<file path="config.mk">
export PLATFORM = sky130hd
export DESIGN_NAME = alu_mul_seq
export DESIGN_NICKNAME = d
export VERILOG_FILES = /design/src/rtl/alu_mul_seq.sv
export SDC_FILE = /design/constraint.sdc
export NUM_CORES = 1
export LEC_CHECK = 0
export ABC_CLOCK_PERIOD_IN_PS = 2100
export CORE_MARGIN = 1.5
export CORE_UTILIZATION = 35
export DETAILED_ROUTE_END_ITERATION = 6
export SLEW_MARGIN = 20
export SYNTH_ARGS = -nofsm -noshare
export SYNTH_HDL_FRONTEND = slang
export SYNTH_SLANG_ARGS = --single-unit
</file>
<file path="constraint.sdc">
create_clock -name Clock -period 2.1 [get_ports Clock]
set_input_delay 0.42 -clock Clock [delete_from_list [all_inputs] [get_ports Clock]]
set_output_delay 0.42 -clock Clock [all_outputs]
set_load 0.005 [all_outputs]
</file>
<file path="src/rtl/alu_mul_seq.sv">
// Unsigned WIDTH x WIDTH shift-and-add multiplier sequencer that borrows the
// shared ALU adder, retiring one multiplier bit per clock.
module alu_mul_seq #(
  parameter int unsigned WIDTH  = 16,
  parameter logic [3:0]  OP_ADD = 4'b0100,
  parameter int unsigned CNT_W  = 5
) (
  input  logic               Clock,
  input  logic               Resetn,
  input  logic               Start,
  input  logic [WIDTH-1:0]   Multiplicand,
  input  logic [WIDTH-1:0]   Multiplier,
  output logic               Busy,
  output logic               Done,
  output logic [2*WIDTH-1:0] Product,
  output logic [WIDTH-1:0]   AluA,
  output logic [WIDTH-1:0]   AluB,
  output logic               AluAInvert,
  output logic [3:0]         AluOp,
  input  logic [WIDTH-1:0]   AluResult,
  input  logic               AluCarryOut
);

  localparam logic [1:0] S_IDLE = 2'd0;
  localparam logic [1:0] S_RUN  = 2'd1;
  localparam logic [1:0] S_DONE = 2'd2;

  logic [1:0]         state_q, state_d;
  logic [WIDTH-1:0]   acc_q, acc_d;
  logic [WIDTH-1:0]   q_q, q_d;
  logic [WIDTH-1:0]   m_q, m_d;
  logic [CNT_W-1:0]   cnt_q, cnt_d;
  logic [2*WIDTH-1:0] prod_q, prod_d;
  logic [2*WIDTH-1:0] shifted;
  logic               run;

  assign run = (state_q == S_RUN);

  // {carry, sum, Q} shifted right by one: carry lands in Acc MSB, sum LSB in Q MSB.
  assign shifted = {AluCarryOut, AluResult, q_q[WIDTH-1:1]};

  always_comb begin
    state_d = state_q;
    acc_d   = acc_q;
    q_d     = q_q;
    m_d     = m_q;
    cnt_d   = cnt_q;
    prod_d  = prod_q;
    case (state_q)
      S_IDLE: begin
        if (Start) begin
          m_d     = Multiplicand;
          q_d     = Multiplier;
          acc_d   = '0;
          cnt_d   = '0;
          state_d = S_RUN;
        end
      end
      S_RUN: begin
        {acc_d, q_d} = shifted;
        cnt_d        = cnt_q + CNT_W'(1);
        if (cnt_q == CNT_W'(WIDTH - 1)) begin
          state_d = S_DONE;
          prod_d  = shifted;
        end
      end
      S_DONE:  state_d = S_IDLE;
      default: state_d = S_IDLE;
    endcase
  end

  always_ff @(posedge Clock or negedge Resetn) begin
    if (!Resetn) begin
      state_q <= S_IDLE;
      acc_q   <= '0;
      q_q     <= '0;
      m_q     <= '0;
      cnt_q   <= '0;
      prod_q  <= '0;
    end else begin
      state_q <= state_d;
      acc_q   <= acc_d;
      q_q     <= q_d;
      m_q     <= m_d;
      cnt_q   <= cnt_d;
      prod_q  <= prod_d;
    end
  end

  assign Busy       = (state_q != S_IDLE);
  assign Done       = (state_q == S_DONE);
  assign Product    = prod_q;
  assign AluA       = run ? acc_q : '0;
  assign AluB       = (run && q_q[0]) ? m_q : '0;
  assign AluAInvert = 1'b0;
  assign AluOp      = OP_ADD;

endmodule

</file>
# Word level (Yosys, flattened, before mapping)
# Index checks and enable logic that the tools add are counted.
[totals] register_bits=87 inputBits=52 out_inout_bits=71 elab_cells=31
[classes] addsub=1 eq_ne=5 mux=11 reduce_logical=8
[ops] operator="16-bit 2-to-1 mux" count=4
[ops] operator="16-bit one-hot mux with 2 select lines" count=2
[ops] operator="5-bit one-hot mux with 2 select lines" count=1
[ops] operator="2-bit AND reduction" count=4
[ops] operator="5-bit by 1-bit adder with 5-bit output (second input constant)" count=1
[ops] operator="5-bit by 4-bit equality test with 1-bit output (second input constant)" count=1
[ops] operator="5-bit 2-to-1 mux" count=1
[ops] operator="2-bit 2-to-1 mux" count=2
[ops] operator="2-bit one-hot mux with 2 select lines" count=1
[ops] operator="2-bit nonzero test" count=2
[ops] operator="2-bit by 1-bit equality test with 1-bit output (second input constant)" count=1
[ops] operator="2-bit equality test (second input constant)" count=1
[ops] operator="2-bit zero test" count=1
[ops] operator="2-bit by 1-bit inequality test with 1-bit output (second input constant)" count=1
[ops] operator="2-bit inequality test (second input constant)" count=1
[ops] operator="1-bit logical AND" count=1

# Longest topological paths before layout
[depth] word_depth=3 mapped_depth=7 depth_no_buf=5

# Worst setup path after synthesis
# No wires, ideal clock.
[synth_timing] kind="flip-flop to flip-flop" from="register cnt_q[0]" to="register prod_q[10], in the netlist Product[10]" setup_time_ps=125 arrival_ps=1546 required_time_ps=1975 slack_ps=429 stages_incl_launch_ff=7 path_buffers=1 path_cell_list="dfrtp_1 ha_1 and3_1 ha_1 nand2_4 buf_6 mux2_2"
[synth_via] elab_chain_cells=2
[synth_lines] item="start, declared" line_no="32" source="logic [CNT_W-1:0] cnt_q, cnt_d;"
[synth_lines] item="start signal, assigned" line_no="85" source="cnt_q <= cnt_d;"
[synth_lines] item="5-bit by 4-bit equality test with 1-bit output" line_no="62" source="if (cnt_q == CNT_W'(WIDTH - 1)) begin"
[synth_lines] item="2-bit AND reduction (no source line)"
[synth_lines] item="end signal, assigned" line_no="86" source="prod_q <= prod_d;"
[synth_lines] item="end, declared" line_no="33" source="logic [2*WIDTH-1:0] prod_q, prod_d;"
# Every way passes these cells.
# A chain may end at the register's enable or synchronous reset.

# Final worst setup path
[layout_timing] from="register state_q[1]" to="output port Busy"
[layout_via] elab_chain_cells=1
[layout_lines] item="start, declared" line_no="28" source="logic [1:0] state_q, state_d;"
[layout_lines] item="start signal, assigned" line_no="81" source="state_q <= state_d;"
[layout_lines] item="2-bit nonzero test" line_no="90" source="assign Busy = (state_q != S_IDLE);"
[layout_lines] item="end, declared" line_no="13" source="output logic Busy,"
# Every way passes these cells.

==> flow_summary_export.csv <==
group,metric,value,unit
power_and_ir_drop,leakagePower,2.494,nW
finish,ff_latch_area,2177,um^2
power_and_ir_drop,vdd_ir_drop_max,0.6132,mV
critical_path,cp.required,1.68,ns
finish,final_core_util,0.5042,
logic_synthesis,synthFlopType,"dfrtp_1",
sta,hold_ws,-0.001243,ns
sta,setup_viol,0,
finish,multiInputGateArea,1528,um^2
finish,antenna_cells,0,
clock_tree,clkSinkCount,87,
critical_path,worstSetupStartpointType,"register",
drt,antenna_left,0,
run_status,status,"finished with violations",
sta,final_max_slew_viol_count,0,
logic_synthesis,ys_ff_latch,87,
run_status,violations,"negative hold slack",
floorplanning,io_pins,123,
clock_tree,cts_tree,"yes",
logic_synthesis,netlist_instances,333,
global_routing,grt_pass1_vias,2786,
finish,area_growth,40.40,%
global_routing,grt_start_max_net_pins,41,
logic_synthesis,synth_cell_types,31,
clock_tree,cts_buffers,9,
logic_synthesis,synth_area_leaders,"dfrtp_1 (56%), mux2_2 (11%), mux2_4 (4.2%), nand2_1 (4.2%), o21ai_0 (4.0%)",
sta,relSlewSlack,0.4968,
logic_synthesis,synth_area,3892,um^2
floorplanning,core,10840,um^2
finish,nets,505,
place,dp.cells,578,
drt,drc,0,
sta,min_period,2.092,ns
critical_path,critPathCaptureType,"primary output",
drt,finalWirelength,9094,um
logic_synthesis,synth_edf_count,0,
sta,fmax,0.4781,GHz
drt,drtIter0Drc,109,
logic_synthesis,synth_top_area_frac,0.5593,
drt,drtPass1Iterations,4,
finish,fillCellCount,1022,
sta,final_hold_viol_count,1,
clock_tree,clockBufferDepth,2,
place,hpwl,6167,um
power_and_ir_drop,p_per_area,1331,nW/um^2
clock_tree,htree_levels,3,
floorplanning,start_util,0.3591,
finish,drive_gt1_frac,0.1952,
floorplanning,fp.dieH,108.5,um
global_routing,gr-total-overflow,0,
clock_tree,clk_latency,0.34,ns
place,place.port_buffers,117,
finish,final_cells,596,
logic_synthesis,seq_area_frac_synth,0.5593,
drt,drt-vias-per-instance,4.815,
global_routing,antenna_found_initial,0,
hold_path,worstHoldPathType,"primary input to asynchronous set/reset pin",
logic_synthesis,yosys.area.top_type,"dfrtp_1",
global_routing,grt_usage,0.1582,
sta,skew,0.008207,ns
critical_path,path_class,"register to primary output",
clock_tree,cts.clk_slew.worst_paths,0.09,ns
critical_path,crit_arrival,1.67,ns
place,gp_congestion,0.7507,
critical_path,crit_fanout,22,
global_routing,grt_pass1_wl,14460,um
critical_path,r2r_cells,6,
clock_tree,cts-root-buf,"clkbuf_8",
floorplanning,die_area,11760,um^2
flow_run,max_cap_viol_count,0,
sta,fin_crit_sh,0.9961,
logic_synthesis,async_flop_share,1.000,
drt,vias,2870,
floorplanning,placementRows,38,
logic_synthesis,yosysWarnings,0,
sta,tightest_slew,0.7532,ns
floorplanning,die_w,108.5,um
sta,grt_setup_unrepaired,"yes",
drt,routedWlPerCell,15.26,um
logic_synthesis,avgSynthCellArea,11.69,um^2
stage by stage:
step / area, um^2 / power (W) / setup WS, ns / TNS [ns]
final: 5465 / 0.007274 / 0.008209 / 0
after global routing: 5465 / 0.007809 / -0.07418 / -0.09077
after CTS: 5438 / 0.007316 / -0.1766 / -0.2061
after detailed placement: 5235 / 0.006108 / 0.1117 / 0
after global placement: 5235 / 0.006043 / 0.1406 / 0
after floorplan: 3904 / 0.004377 / 0.4295 / 0
power breakdown:
part	total (W)	switching, W	leakage, nW	internal (W)
registers	0.00296	0.000487	1.04	0.00247
clock network	0.00135	0.000584	0.119	0.000771
logic	0.00296	0.00109	1.34	0.00187
timing repair:
item,in CTS,in global routing
pin swaps,0,0
setup endpoints to repair,33,3
cloned,0,1
hold buffers,0,0
resized for setup,31,13
buffers inserted,0,1
sequential cells by signal (all words and copies together), names as in the netlist:
| name | flops |
|---|---|
| state_q | 2 |
| m_q | 16 |
| q_q | 16 |
| cnt_q | 5 |
| Product | 32 |
| acc_q | 16 |
metal layers:
layer / up-vias / track usage / share of wire
li1: 1363 / - / -
met1: 1424 / 0.2172 / 0.46
met2: 77 / 0.2385 / 0.46
met3: 6 / 0.06028 / 0.071
met4: 0 / 0.03195 / 0.0068
met5: - / 0 / 0
cells in the mapped netlist, drive strengths merged, types with 10 or more instances:
cell,count
a21oi,10
buf,18
a22oi,15
mux2,48
dfrtp,87
nand2,45
and2,16
clkbuf,11
and3,17
o21ai,34
nor2b,12
placed cells by master (no fill, tap or decap), types with 2 or more instances in the layout:
master,count
buf_12,6
nand3_1,2
inv_1,2
nand2b_1,2
o21ai_0,31
o21bai_1,2
and2_1,16
dfrtp_1,87
clkdlybuf4s15_1,2
conb_1,5
mux2_4,11
buf_4,9
nand2_1,44
a21oi_1,10
clkdlybuf4s50_1,84
clkbuf_2,4
clkbuf_8,12
a22oi_1,15
ha_1,2
dlygate4sd2_1,25
nor2b_1,11
mux2_2,37
and3_1,17
o21ai_1,3
bufinv_16,2
kinds of logic after synthesis:
logic type               share of synthesized area
AO/OA/AOI/OAI                              0.09547
adder cells (fa/ha/maj)                   0.006428
buffers and inverters                      0.05175
flip-flops                                  0.5593
multiplexers                                0.1520
other                                     0.001929
AND/OR/NAND/NOR                             0.1331
final cells by class:
cell class,count,share of cell area
clock buffers,12,0.03022
flip-flops and latches,87,0.3984
inverters,2,0.001374
multi-input cells,218,0.2795
clock inverters,4,0.01397
well taps,140,0.03205
repair buffers,133,0.2445
final timing paths:
check	end	slack, ns	startpoint
max in group asynchronous	acc_q[15]$_DFFE_PN0P_	1.49	Resetn
worst max register to register	Product[9]$_DFFE_PN0P_	0.23	cnt_q[0]$_DFFE_PN0P_
worst max-delay path	Busy	0.008	state_q[1]$_DFFE_PN0P_
worst min-delay path	Product[19]$_DFFE_PN0P_	-0.001	Resetn
worst min register to register	m_q[15]$_DFFE_PN0P_	0.51	m_q[15]$_DFFE_PN0P_
min in group Clock	m_q[15]$_DFFE_PN0P_	0.51	m_q[15]$_DFFE_PN0P_
worst max-delay path: stages, from the launching register on:
cell and delay, ns:
dfrtp_1 0.38, buf_4 0.21, or2_2 0.29, clkdlybuf4s50_1 0.45
(Power assumes the default switching activity.)
